### src/rtl/rng_pkg.sv
// Shared definitions for the LFSR digit generator controller.
// Contents: controller state enum, generator width / digit count, and the seed
// that replaces an all-zero capture.
package rng_pkg;

  localparam int unsigned LFSR_W = 20;
  localparam int unsigned DIGITS = 5;

  // An all-zero LFSR never leaves zero, so a zero capture is replaced by this.
  localparam logic [LFSR_W-1:0] SEED_GUARD = 20'h00001;

  typedef enum logic [1:0] {
    StHold,
    StLoad,
    StSettle,
    StServe
  } rng_state_e;

endpackage

### src/rtl/rr_arbiter.sv
// Combinational round-robin picker.
// Ports:
//   req     in   NUM_REQ         request vector
//   ptr     in   clog2(NUM_REQ)  highest-priority index this round
//   onehot  out  NUM_REQ         one-hot winner, zero when req is zero
//   idx     out  clog2(NUM_REQ)  binary winner index, zero when req is zero
module rr_arbiter #(
  parameter int unsigned NUM_REQ = 4
) (
  input  logic [NUM_REQ-1:0]         req,
  input  logic [$clog2(NUM_REQ)-1:0] ptr,
  output logic [NUM_REQ-1:0]         onehot,
  output logic [$clog2(NUM_REQ)-1:0] idx
);

  localparam int unsigned IdxW = $clog2(NUM_REQ);

  always_comb begin : pick
    logic            found;
    logic [IdxW-1:0] cand;
    found  = 1'b0;
    cand   = '0;
    onehot = '0;
    idx    = '0;
    // Walk from ptr upward, wrapping, and keep the first requester seen.
    for (int unsigned off = 0; off < NUM_REQ; off++) begin
      cand = IdxW'((32'(ptr) + off) % NUM_REQ);
      if (!found && req[cand]) begin
        found = 1'b1;
        idx   = cand;
      end
    end
    if (found) begin
      onehot[idx] = 1'b1;
    end
  end

endmodule

### src/rtl/rng_ctrl.sv
// Sequencing and sharing controller for the 20-bit LFSR digit generator.
// Owns the generator reset/seed, captures a seed from a free-running counter on
// reseed, waits for the generator to settle, then hands out registered 5-digit
// BCD values to NUM_REQ requesters round-robin, at most one grant per MIN_GAP
// cycles so no two consumers see values one shift apart.
// Ports:
//   clk       in   1        clock
//   rst       in   1        asynchronous active-high reset
//   reseed    in   1        pulse: capture a new seed and restart the generator
//   req       in   NUM_REQ  level requests, held until granted
//   gnt       out  NUM_REQ  one-hot one-cycle grant
//   num       out  20       value handed out with the grant (BCD, [19:16] MSD)
//   busy      out  1        no grant can issue this cycle
//   rng_rst   out  1        generator reset
//   rng_seed  out  20       generator seed
//   rng_num   in   20       generator output
module rng_ctrl
  import rng_pkg::*;
#(
  parameter int unsigned NUM_REQ       = 4,
  parameter int unsigned SETTLE_CYCLES = 2,
  parameter int unsigned MIN_GAP       = 20
) (
  input  logic                  clk,
  input  logic                  rst,
  input  logic                  reseed,
  input  logic [NUM_REQ-1:0]    req,
  output logic [NUM_REQ-1:0]    gnt,
  output logic [4*DIGITS-1:0]   num,
  output logic                  busy,
  output logic                  rng_rst,
  output logic [LFSR_W-1:0]     rng_seed,
  input  logic [LFSR_W-1:0]     rng_num
);

  localparam int unsigned IdxW = $clog2(NUM_REQ);
  localparam int unsigned GapW = $clog2(MIN_GAP + 1);
  localparam int unsigned SetW = (SETTLE_CYCLES > 0) ? $clog2(SETTLE_CYCLES + 1) : 1;

  rng_state_e          state_q, state_d;
  logic [LFSR_W-1:0]   seed_cnt_q;
  logic [LFSR_W-1:0]   seed_q, seed_d;
  logic                rng_rst_q, rng_rst_d;
  logic [SetW-1:0]     settle_q, settle_d;
  logic [GapW-1:0]     gap_q, gap_d;
  logic [IdxW-1:0]     ptr_q, ptr_d;
  logic [NUM_REQ-1:0]  gnt_q, gnt_d;
  logic [4*DIGITS-1:0] num_q, num_d;

  logic [NUM_REQ-1:0]  arb_onehot;
  logic [IdxW-1:0]     arb_idx;
  logic [LFSR_W-1:0]   seed_capture;

  rr_arbiter #(
    .NUM_REQ (NUM_REQ)
  ) u_arb (
    .req    (req),
    .ptr    (ptr_q),
    .onehot (arb_onehot),
    .idx    (arb_idx)
  );

  assign seed_capture = (seed_cnt_q == '0) ? SEED_GUARD : seed_cnt_q;

  always_comb begin
    state_d  = state_q;
    seed_d   = seed_q;
    settle_d = settle_q;
    ptr_d    = ptr_q;
    gnt_d    = '0;
    num_d    = num_q;
    gap_d    = (gap_q != '0) ? gap_q - GapW'(1) : gap_q;

    unique case (state_q)
      StHold: begin
        if (reseed) begin
          seed_d  = seed_capture;
          state_d = StLoad;
        end
      end
      StLoad: begin
        settle_d = '0;
        state_d  = StSettle;
      end
      StSettle: begin
        if (settle_q == SetW'(SETTLE_CYCLES)) begin
          gap_d   = '0;
          state_d = StServe;
        end else begin
          settle_d = settle_q + SetW'(1);
        end
      end
      StServe: begin
        // Reseed wins over a grant; ptr and pending requests carry over.
        if (reseed) begin
          seed_d  = seed_capture;
          state_d = StLoad;
        end else if ((gap_q == '0) && (req != '0)) begin
          gnt_d = arb_onehot;
          num_d = rng_num;
          ptr_d = (arb_idx == IdxW'(NUM_REQ - 1)) ? '0 : arb_idx + IdxW'(1);
          gap_d = GapW'(MIN_GAP - 1);
        end
      end
      default: state_d = StHold;
    endcase

    // Registered so the generator reset spans the LOAD cycle and the one after
    // it, with the new seed already stable on both.
    rng_rst_d = (state_d == StHold) || (state_d == StLoad) || (state_q == StLoad);
  end

  always_ff @(posedge clk or posedge rst) begin
    if (rst) begin
      state_q    <= StHold;
      seed_cnt_q <= '0;
      seed_q     <= SEED_GUARD;
      rng_rst_q  <= 1'b1;
      settle_q   <= '0;
      gap_q      <= '0;
      ptr_q      <= '0;
      gnt_q      <= '0;
      num_q      <= '0;
    end else begin
      state_q    <= state_d;
      seed_cnt_q <= seed_cnt_q + LFSR_W'(1);
      seed_q     <= seed_d;
      rng_rst_q  <= rng_rst_d;
      settle_q   <= settle_d;
      gap_q      <= gap_d;
      ptr_q      <= ptr_d;
      gnt_q      <= gnt_d;
      num_q      <= num_d;
    end
  end

  assign gnt      = gnt_q;
  assign num      = num_q;
  assign busy     = (state_q != StServe) || (gap_q != '0);
  assign rng_rst  = rng_rst_q;
  assign rng_seed = seed_q;

endmodule
### config.mk
export PLATFORM = sky130hd
export DESIGN_NAME = rng_ctrl
export DESIGN_NICKNAME = d
export VERILOG_FILES = /design/src/rtl/rng_pkg.sv /design/src/rtl/rr_arbiter.sv /design/src/rtl/rng_ctrl.sv
export SDC_FILE = /design/constraint.sdc
export NUM_CORES = 1
export LEC_CHECK = 0
export CAP_MARGIN = 5
export CORE_MARGIN = 5
export CORE_UTILIZATION = 54
export CTS_BUF_LIST = sky130_fd_sc_hd__clkbuf_8 sky130_fd_sc_hd__clkbuf_16
export DETAILED_ROUTE_END_ITERATION = 7
export PLACE_DENSITY = 0.9
export SETUP_SLACK_MARGIN = 0.2
export SLEW_MARGIN = 20
export SYNTH_ARGS = -nofsm -noshare
export SYNTH_HDL_FRONTEND = slang
export SYNTH_SLANG_ARGS = --single-unit
### constraint.sdc
create_clock -name clk -period 4.19 [get_ports clk]
set_input_delay 0.838 -clock clk [delete_from_list [all_inputs] [get_ports clk]]
set_output_delay 0.838 -clock clk [all_outputs]
set_load 0.005 [all_outputs]
==> results.cfg <==
[floorplan]
fp.coreArea_um2 = 5920
fp.dieH_um = 87.8
area_of_the_die_um2 = 7720
fp-row-count = 28
initial_utilization = 0.553
die_w_um = 87.8
boundaryPins = 73

[yosys]
yosysWarnings = 0
ys_async_sr_fraction = 1.00
syn_avg_cell_area_um2 = 13.0
mappedNetlistArea_um2 = 3270
syn_nets = 291
synthCells = 252
yosys.cell_types.count = 38
synth_enable_flop_cells = 0
yosys_most_used_dff = sky130_fd_sc_hd__dfrtp_1
synth_seq_area_share = 0.582
synth_seq_cells = 76

[cells_and_area]
mostFrequentLayoutCells = sky130_fd_sc_hd__dfrtp_1 (74), sky130_fd_sc_hd__clkdlybuf4s50_1 (72), sky130_fd_sc_hd__mux2_2 (36), sky130_fd_sc_hd__xnor2_1 (20), sky130_fd_sc_hd__inv_1 (16)
layout-drive-gt1-share = 0.176
mostFrequentLayoutCell = sky130_fd_sc_hd__dfrtp_1
finish.net_count = 369
n_antenna_cell = 0
area_delta_synth_final_pct = 31.3
fin_util = 0.725
layoutNonFillerInstCount = 410

[pwr]
sw_frac_of_total = 0.279
internal_power_mw = 1.75
net-switching-power_mw = 0.678
powerDensity_nw_per_um2 = 565
fraction_of_power_consumed_by_the_clock_network = 0.253
p_comb_frac = 0.324
power.sequential.fraction = 0.423
cellLeakagePower_nw = 1.94
peakVddDrop_uv = 334

[timing]
timing_hold_violations_final = 0
finalSetupViolations = 0
rsz_0062_raised_after_global_routing = no
max-slew-margin-rel = 0.403
finClkSkew_ns = 0.0106
final.min_clock_period_ns = 2.92
post-route-period-util = 0.696
timing_worst_slew_pin_value_ns = 0.893
peak_clock_frequency_supported_by_timing_mhz = 343
final_sum_of_negative_setup_slack_ns = 0
final_max_slew_viol_count = 0

[worst_setup_path]
critPathRequiredTime_ns = 3.35
element_type_at_the_critical_path_end = primary output
criticalPathCategory = register to primary output
regToRegStartpoint = gap_q[0]$_DFF_PP0_
cp.arrival_ns = 2.08
critical_path.slowest_cell = sky130_fd_sc_hd__clkdlybuf4s50_1
slowest_delay_ns = 0.47
path_max_fanout = 6
critical_path.startpoint = gap_q[0]$_DFF_PP0_
crit_start_category = register
crit_path_cell_trace = inv_1, ha_1, nor4b_4, nand2_2, clkdlybuf4s50_1

[clock_network]
clockRootBuffer = sky130_fd_sc_hd__clkbuf_8
path_clk_slew_ns = 0.07
tritoncts = yes
clock_path_buffers = 2
cts_sinks = 76
post-cts-setup-buffer-count = 0
number_of_buffers_created_by_cts = 9
cts_max_level = 3
clkLatencyLatePin_ns = 0.35
cts.repair.resized = 0
hold_buffers = 0

[global_routing]
first_global_vias = 2319
grt_max_degree = 53
grt_overflow_total = 0
grt_first_pass_wirelength_mm = 10.8
grt_antenna_before_repair = 0
grt_use_total = 0.183

[hold_path]
worstHoldStart = num[19]$_DFFE_PP0P_
timing.hold.worst.class = register to register

[routing]
vias = 2219
ant_nets = 0
via_per_inst = 5.41
detail_route.drc_violations = 0
routed_wirelength_mm = 6.35
dr.pass1.iters = 4
wl_per_cell_um = 15.5
dr.first_iter.drc_count = 68

[run]
number_of_maximum_capacitance_violations = 0

[placed_design]
detailed_place_hpwl_mm = 4.61
place_inst = 394
io_buffer_count = 72
gp_congestion = 0.740

[status]
run_status = completed
flip-flops by register name (all words and copies together) (netlist names), 2 cells and up:
name	cells
settle_q	2
num	20
rng_seed	20
ptr_q	2
gnt	4
gap_q	5
seed_cnt_q	20
state_q	2
per-stage QoR:
stage	hold WS [ns]	cell area (um2)	setup WS, ns	power (mW)
finish	0.499	4300	1.27	2.43
global route	0.522	4300	1.10	2.59
CTS	0.501	4290	1.24	2.46
detailed placement	0.478	4070	1.37	1.84
global placement	0.468	4070	1.45	1.79
floorplan	0.464	3270	1.42	1.45
Yosys cell counts (all sizes together), types with 2 or more instances:
library cell	instances	area, um2
inv	15	56.3
nor4b	2	32.5
o21bai	2	15.0
nor3	5	30.0
and2	6	37.5
xor2	2	17.5
and3	4	25.0
ha	12	150
nand3	9	45.0
and4	2	17.5
a21oi	6	30.0
nand2	9	36.3
mux2	39	439
clkbuf	4	15.0
a22o	2	17.5
buf	4	33.8
nand4	7	43.8
nor4	4	25.0
dfrtp	74	1850
dfstp	2	52.6
a221oi	2	17.5
o21ai	4	20.0
nor2	8	30.0
xnor2	20	175
worst paths after layout:
check | endpoint | slack [ns] | depth (start not counted)
worst max-delay path | busy | 1.27 | 5
worst min-delay path | num[19]$_DFFE_PP0P_ | 0.50 | 1
worst max register to register | num[9]$_DFFE_PP0P_ | 1.56 | 7
worst min register to register | num[19]$_DFFE_PP0P_ | 0.50 | 1
max in group asynchronous | seed_cnt_q[13]$_DFF_PP0_ | 2.55 | 3
min in group asynchronous | state_q[1]$_DFF_PP0_ | 0.96 | 2
final cells by class:
type | count | area (um2)
Clock inverter | 5 | 76.3
Tap cell | 75 | 93.8
Inverter | 15 | 57.6
Multi-Input combinational cell | 153 | 1270
Clock buffer | 11 | 151
Sequential cell | 76 | 1900
Timing Repair Buffer | 75 | 743
Fill cell | 409 | 1630
layer usage:
metal / up-vias / share of wire / GRT usage
met5: - / 0 / 0
met4: 0 / 0.023 / 0.0753
met3: 14 / 0.055 / 0.0593
met2: 54 / 0.52 / 0.314
met1: 1126 / 0.40 / 0.211
li1: 1025 / - / -
worst max-delay path: cells and delay by family, from the launching register on:
family | cells | cell delay, ns
buf+inv | 2 | 0.56
simple gates | 2 | 0.57
flops | 1 | 0.38
fa+ha+maj | 1 | 0.23
power groups by stage:
stage | clock [mW] | sequential (mW) | combinational (mW)
after floorplan | 0 | 1.03 | 0.421
after global placement | 0 | 1.03 | 0.754
after detailed placement | 0 | 1.04 | 0.797
after CTS | 0.633 | 1.03 | 0.801
after global routing | 0.667 | 1.05 | 0.866
final | 0.615 | 1.03 | 0.786
cells by family after synthesis:
family,Yosys count,share of synthesized area
muxes,39,0.134
adders and majority gates,12,0.0459
and+or+nand+nor,58,0.103
buffers and inverters,23,0.0321
AOI/OAI and AO/OA,22,0.0440
DFF,76,0.582
xor gates and xnor gates,22,0.0589
Power figures use the tool's default switching activity.
